### src/rtl/tdm_demux2_if.sv
// Serial-in / dual-word-out bus between a TDM link and the 2-channel demux.
interface tdm_demux2_if #(
    parameter int unsigned WIDTH = 8
);
    logic             bit_in;
    logic             sel;
    logic             bit_valid;
    logic             flush;
    logic [WIDTH-1:0] out_a;
    logic             valid_a;
    logic [WIDTH-1:0] out_b;
    logic             valid_b;
    logic             err;

    modport master (
        output bit_in, sel, bit_valid, flush,
        input  out_a, valid_a, out_b, valid_b, err
    );

    modport slave (
        input  bit_in, sel, bit_valid, flush,
        output out_a, valid_a, out_b, valid_b, err
    );
endinterface

### src/rtl/tdm_demux2.sv
// 2-channel TDM bit demultiplexer: rebuilds MSB-first words per channel tag.
// Optional TDM_PARITY_EN: each word is followed by an even-parity bit checked before release.
module tdm_demux2 #(
    parameter int unsigned WIDTH = 8
) (
    input  logic         clock,
    input  logic         reset,
    tdm_demux2_if.slave  bus
);
    localparam int unsigned CW = (WIDTH > 2) ? $clog2(WIDTH) : 1;
    localparam logic [CW-1:0] LAST = CW'(WIDTH - 1);

    logic [WIDTH-1:0] sh    [2];
    logic [CW-1:0]    cnt   [2];
    logic [WIDTH-1:0] word  [2];
    logic             valid [2];
    logic [WIDTH-1:0] next_c;

    // Shift-register contents of the selected channel after accepting bit_in
    assign next_c = {sh[bus.sel][WIDTH-2:0], bus.bit_in};

`ifdef TDM_PARITY_EN
    typedef enum logic {S_DATA, S_PAR} pstate_t;
    pstate_t          pst  [2];
    logic [WIDTH-1:0] pend [2];
    logic             err_r;

    always_ff @(posedge clock) begin
        if (reset) begin
            for (int i = 0; i < 2; i++) begin
                sh[i]    <= '0;
                cnt[i]   <= '0;
                word[i]  <= '0;
                valid[i] <= 1'b0;
                pend[i]  <= '0;
                pst[i]   <= S_DATA;
            end
            err_r <= 1'b0;
        end else begin
            valid[0] <= 1'b0;
            valid[1] <= 1'b0;
            if (bus.flush) begin
                for (int i = 0; i < 2; i++) begin
                    sh[i]  <= '0;
                    cnt[i] <= '0;
                    pst[i] <= S_DATA;
                end
            end else if (bus.bit_valid) begin
                if (pst[bus.sel] == S_PAR) begin
                    // Even parity: word XOR parity bit must be zero
                    if ((^pend[bus.sel]) == bus.bit_in) begin
                        word[bus.sel]  <= pend[bus.sel];
                        valid[bus.sel] <= 1'b1;
                    end else begin
                        err_r <= 1'b1;
                    end
                    pst[bus.sel] <= S_DATA;
                end else begin
                    sh[bus.sel] <= next_c;
                    if (cnt[bus.sel] == LAST) begin
                        pend[bus.sel] <= next_c;
                        cnt[bus.sel]  <= '0;
                        pst[bus.sel]  <= S_PAR;
                    end else begin
                        cnt[bus.sel] <= cnt[bus.sel] + CW'(1);
                    end
                end
            end
        end
    end

    assign bus.err = err_r;
`else
    always_ff @(posedge clock) begin
        if (reset) begin
            for (int i = 0; i < 2; i++) begin
                sh[i]    <= '0;
                cnt[i]   <= '0;
                word[i]  <= '0;
                valid[i] <= 1'b0;
            end
        end else begin
            valid[0] <= 1'b0;
            valid[1] <= 1'b0;
            if (bus.flush) begin
                for (int i = 0; i < 2; i++) begin
                    sh[i]  <= '0;
                    cnt[i] <= '0;
                end
            end else if (bus.bit_valid) begin
                sh[bus.sel] <= next_c;
                if (cnt[bus.sel] == LAST) begin
                    word[bus.sel]  <= next_c;
                    valid[bus.sel] <= 1'b1;
                    cnt[bus.sel]   <= '0;
                end else begin
                    cnt[bus.sel] <= cnt[bus.sel] + CW'(1);
                end
            end
        end
    end

    assign bus.err = 1'b0;
`endif

    assign bus.out_a   = word[0];
    assign bus.valid_a = valid[0];
    assign bus.out_b   = word[1];
    assign bus.valid_b = valid[1];
endmodule

### src/flat_wrapper.sv
// flat-port wrapper written by rule: the top's interface ports become plain ports
module tdm_demux2_flat 
#(
    parameter int unsigned WIDTH = 8
)
  (clock, reset, bus_bit_in, bus_sel, bus_bit_valid, bus_flush, bus_out_a, bus_valid_a, bus_out_b, bus_valid_b, bus_err);
  tdm_demux2_if #(.WIDTH(WIDTH)) bus_i ();
  input  logic clock;
  input  logic reset;
  input wire logic [$bits(bus_i.bit_in)-1:0] bus_bit_in;
  input wire logic [$bits(bus_i.sel)-1:0] bus_sel;
  input wire logic [$bits(bus_i.bit_valid)-1:0] bus_bit_valid;
  input wire logic [$bits(bus_i.flush)-1:0] bus_flush;
  output wire logic [$bits(bus_i.out_a)-1:0] bus_out_a;
  output wire logic [$bits(bus_i.valid_a)-1:0] bus_valid_a;
  output wire logic [$bits(bus_i.out_b)-1:0] bus_out_b;
  output wire logic [$bits(bus_i.valid_b)-1:0] bus_valid_b;
  output wire logic [$bits(bus_i.err)-1:0] bus_err;
  assign bus_i.bit_in = bus_bit_in;
  assign bus_i.sel = bus_sel;
  assign bus_i.bit_valid = bus_bit_valid;
  assign bus_i.flush = bus_flush;
  assign bus_out_a = bus_i.out_a;
  assign bus_valid_a = bus_i.valid_a;
  assign bus_out_b = bus_i.out_b;
  assign bus_valid_b = bus_i.valid_b;
  assign bus_err = bus_i.err;
  tdm_demux2 #(.WIDTH(WIDTH)) u_core (.clock(clock), .reset(reset), .bus(bus_i));
endmodule
### config.mk
export PLATFORM = sky130hd
export DESIGN_NAME = tdm_demux2_flat
export DESIGN_NICKNAME = d
export VERILOG_FILES = /design/src/rtl/tdm_demux2_if.sv /design/src/rtl/tdm_demux2.sv /design/src/flat_wrapper.sv
export SDC_FILE = /design/constraint.sdc
export NUM_CORES = 1
export LEC_CHECK = 0
export ABC_AREA = 1
export CAP_MARGIN = 40
export CORE_MARGIN = 2
export CORE_UTILIZATION = 50
export CTS_CLUSTER_DIAMETER = 200
export DETAILED_ROUTE_END_ITERATION = 7
export GPL_TIMING_DRIVEN = 1
export PLACE_DENSITY_LB_ADDON = 0.2
export SKIP_CTS_REPAIR_TIMING = 1
export SLEW_MARGIN = 20
export SYNTH_ARGS = -nofsm -noshare
export SYNTH_HDL_FRONTEND = slang
export SYNTH_SLANG_ARGS = --single-unit
### constraint.sdc
create_clock -name clock -period 2.7 [get_ports clock]
set_clock_uncertainty 0.2 [all_clocks]
set_input_delay 0.675 -clock clock [delete_from_list [all_inputs] [get_ports clock]]
set_output_delay 0.675 -clock clock [all_outputs]
set_load 0.005 [all_outputs]
# After elaboration in Yosys (flattened, before gate mapping)
# Memory sizes are Yosys's and may differ from the RTL's.
# Index checks and enable logic that the tools add are counted.
# totals
register_bits	0
latchBits	0
mem_bits_rw	40
romBits	0
out_inout_bits	19
elab_cells	52
n_memories	4
# op_classes
addsub	1
multipliers	0
div_mod_pow	0
magnitude_cmp	0
n_eq_ne	1
shift	0
muxes	36
bitwise_logic	7
reduce_logical	3
# mem_list
memory	depth	word_bits	rd	rd_ports_with_merged_regs	write_ports	line	rtl
u_core.sh	2	8	1	0	2	tdm_demux2.sv:13	logic [WIDTH-1:0] sh [2];
u_core.word	2	8	2	0	2	tdm_demux2.sv:15	logic [WIDTH-1:0] word [2];
u_core.cnt	2	3	1	0	2	tdm_demux2.sv:14	logic [CW-1:0] cnt [2];
u_core.valid	2	1	2	0	3	tdm_demux2.sv:16	logic valid [2];
# op_table
cell	count
2-to-1 mux 8 bit	4
2-to-1 mux 1 bit	28
OR reduction 8 bit	2
2-to-1 mux 3 bit	4
bitwise OR 1 bit	7
adder 3 x 1 -> 3 bit (second input constant)	1
equality test 3 bit (second input constant)	1
OR reduction 3 bit	1

# Logic depth before layout (Yosys ltp)
# An unclocked memory read counts as a cell.
# logic_depth
depth_word	10
depth_mapped	12
ltp_nobuf	11

# Worst setup path after synthesis
# OpenSTA, ideal clock, no wires.
# synth_path
path_kind	input port to flip-flop
from	input port bus_sel
to	memory u_core.word[0][0] (enable)
setup_time_ns	0.329
arrival_ns	1.895
required_ns	2.171
setup_slack_ns	0.276
path_stages	9
path_buffers	1
path_cell_list	buf_2 clkinv_2 nand2_1 nand2_1 inv_1 ha_1 ha_1 nand4_2 nand2_1
# synth_lines
item	line	rtl
start: declaration	flat_wrapper.sv:11	input wire logic [$bits(bus_i.sel)-1:0] bus_sel;
end: declaration	tdm_demux2.sv:15	

==> results.md <==
- IO buf count: 23
- Pwr Total: 1.25 mW
- Synth area leaders: edfxtp_1 68%, nor2_1 8.0%, inv_1 3.8%
- Synth Warn #: 0
- Max-cap violations: 0
- Total Wirelength: 2680 um
- CP Launch Type: input pin
- Post-synth top area cell: edfxtp_1
- Routed len/inst: 12.5 um
- Mapped Area: 1590 sq um
- Final ANT Viol Nets: 0
- Post-synth EDFFs: 36
- N_diodes: 0
- Cells after DPL: 207
- Hpwl dp: 2060 um
- H-tree Lvls: 2
- Tcrit/Tclk final: 90.3%
- Worst hold-check path type: flop to flop
- Layout cell share with drive strength beyond 1: 18.7%
- Seq/Total Area, Yosys: 70.3%
- Syn Nets: 141
- Worst reg2reg startpoint: u_core.cnt[0][0]$_SDFFCE_PN0P_
- Longest Clk Path Bufs: 2
- Slew Limit Fails: 0
- Mean area per synthesized cell: 12.0 sq um
- Pleak: 0.824 nW
- Slowest CP cell: clkdlybuf4s50_1
- Largest net degree at the start of global routing: 14
- Post-synth ARST share: 0%
- First drt pass iteration count: 4
- Cell chain of the critical path: clkdlybuf4s50_1 -> buf_4 -> nand2_1 -> nand2_1 -> inv_1 -> ha_1 -> ha_1 -> inv_2 -> nand2_1 -> nor2_1 -> nand3_1 -> nor2_1
- Worst Path Required: 2.70 ns
- Via density: 4.76
- Drt drc: 0
- Fin crit period: 2.44 ns
- Crit Path Class: input pin to flop
- Clock sink count: 38
- First-pass GRT wire length: 4430 um
- Cell Area, Placed: 1940 sq um
- GRT Overall Usage: 17.4%
- Final setup viols: 0
- Drt initial violations: 28
- Area share of the largest cell type after synthesis: 67.8%
- Total core area: 3050 sq um
- Yosys cell types: 22
- Non-Filler Instances: 215
- Total CTS buffers: 5
- Crit. End Element: flop
- FF+latch count, synth: 38
- Synth Flop Type: edfxtp_1
- Root Driver: clkbuf_4
- RSZ-0062 raised after global routing: false
- Skew-Pair Late Insertion Delay: 0.35 ns
- Initial core utilization: 52.2%
- Initial antenna violation count: 0
- Pwr dens: 610 nW/um^2
- Chip width: 60.5 um
- Critical path data arrival time: 2.44 ns
- Most common cell after layout, fill and taps aside: edfxtp_1
- Row count: 20
- Final hold vios: 0
- Syn Inst Count: 133
- Max Fclk: 410 MHz
- Final Core Density: 67.0%
- Number of global-route vias before repair: 997
- Crit path launch: bus_sel
- Vias after detailed routing: 1024
- CP max stage delay: 0.49 ns
- Grt total ovfl: 0
- Final Cell Area: 2050 sq um
- Most frequent cells in the layout: 36 x edfxtp_1, 34 x nor2_1, 23 x clkdlybuf4s50_1, 16 x nand2_1, 16 x inv_1
- Worst hold path startpoint: u_core.sh[0][1]$_SDFFCE_PN0P_
- I/O Pins: 25
- Clk pin slew, worst setup/hold paths: 0.11 ns
- Die height: 60.5 um
- DIE AREA: 3660 sq um
- Area growth syn-to-layout: 28.3%
- GPL Wtd Cong: 0.863
- Nets: 178
- TritonCTS clock tree: done
- Maximum vdd drop: 0.000421 V
- Setup TNS: 0 ns
- # fillers: 254
- Status: finished, final reports clean
- Cell mode on critical path: nand2_1
- CP max FO: 6
## registers in the layout, indices dropped and copies added (netlist names)
register,flops
u_core.valid,2
u_core.sh,14
u_core.cnt,6
u_core.word,16
## report_power, final
group | internal (mW) | total [mW] | leakage [nW] | switching, mW
clock network | 0.290 | 0.480 | 0.0554 | 0.191
logic | 0.0424 | 0.0929 | 0.365 | 0.0506
registers | 0.668 | 0.674 | 0.404 | 0.00659
total | 1.00 | 1.25 | 0.824 | 0.248
## worst paths after layout
kind                                    endpoint  slack, ns  depth (start not counted)
setup / recovery  u_core.cnt[1][2]$_SDFFCE_PN0P_       0.26                         12
hold / removal     u_core.sh[0][2]$_SDFFCE_PN0P_       0.37                          2
setup reg to reg  u_core.cnt[1][2]$_SDFFCE_PN0P_       0.81                         11
hold reg to reg    u_core.sh[0][2]$_SDFFCE_PN0P_       0.37                          2
## kinds of logic (layout without fill, tap and decap cells)
family | count (synthesis) | count (layout) | synth area share, %
DFF | 38 | 38 | 70.3
other | 1 | 1 | 0.235
buffers and inverters | 23 | 61 | 6.98
adders and majority gates | 2 | 2 | 1.57
and+or+nand+nor | 65 | 65 | 19.2
AOI/OAI and AO/OA | 4 | 4 | 1.73
## critical path, delay by kind of cell
kind	cells	cell delay, ns
fa+ha+maj	2	0.42
buf+inv	4	0.75
simple gates	6	0.59
## Yosys cell counts, drive strengths merged (2+ instances only)
| cell type | n |
|---|---|
| dfxtp | 2 |
| ha | 2 |
| inv | 17 |
| a21oi | 3 |
| nand2 | 16 |
| nand3 | 5 |
| edfxtp | 36 |
| nor2 | 35 |
| buf | 5 |
| nand4 | 2 |
| nor3 | 6 |
## layer usage
layer  wire length (um)  GRT usage [%]  share of wire, %
met5                  0              0                 0
met4                 44           9.63               1.6
met3                157           4.05               5.9
met2               1350           30.0                50
met1               1130           19.9                42
## stage by stage
step | setup WS (ns) | hold slack (ns)
after global placement | -0.0427 | 0.343
after floorplan | 0.276 | 0.331
final | 0.261 | 0.368
after detailed placement | -0.0891 | 0.347
after CTS | 0.273 | 0.367
after global routing | 0.0624 | 0.397
## area by class of cell
cell class | instances | area (sq um) | area share (%)
clock buffer | 5 | 37.5 | 1.83
multi-input combinational | 72 | 362 | 17.7
tap | 44 | 55.1 | 2.69
inverter | 18 | 68.8 | 3.36
clock inverter | 3 | 68.8 | 3.36
sequential | 38 | 1120 | 54.8
timing repair buffer | 35 | 333 | 16.3
Note: power is estimated with default switching activity, not from simulation.
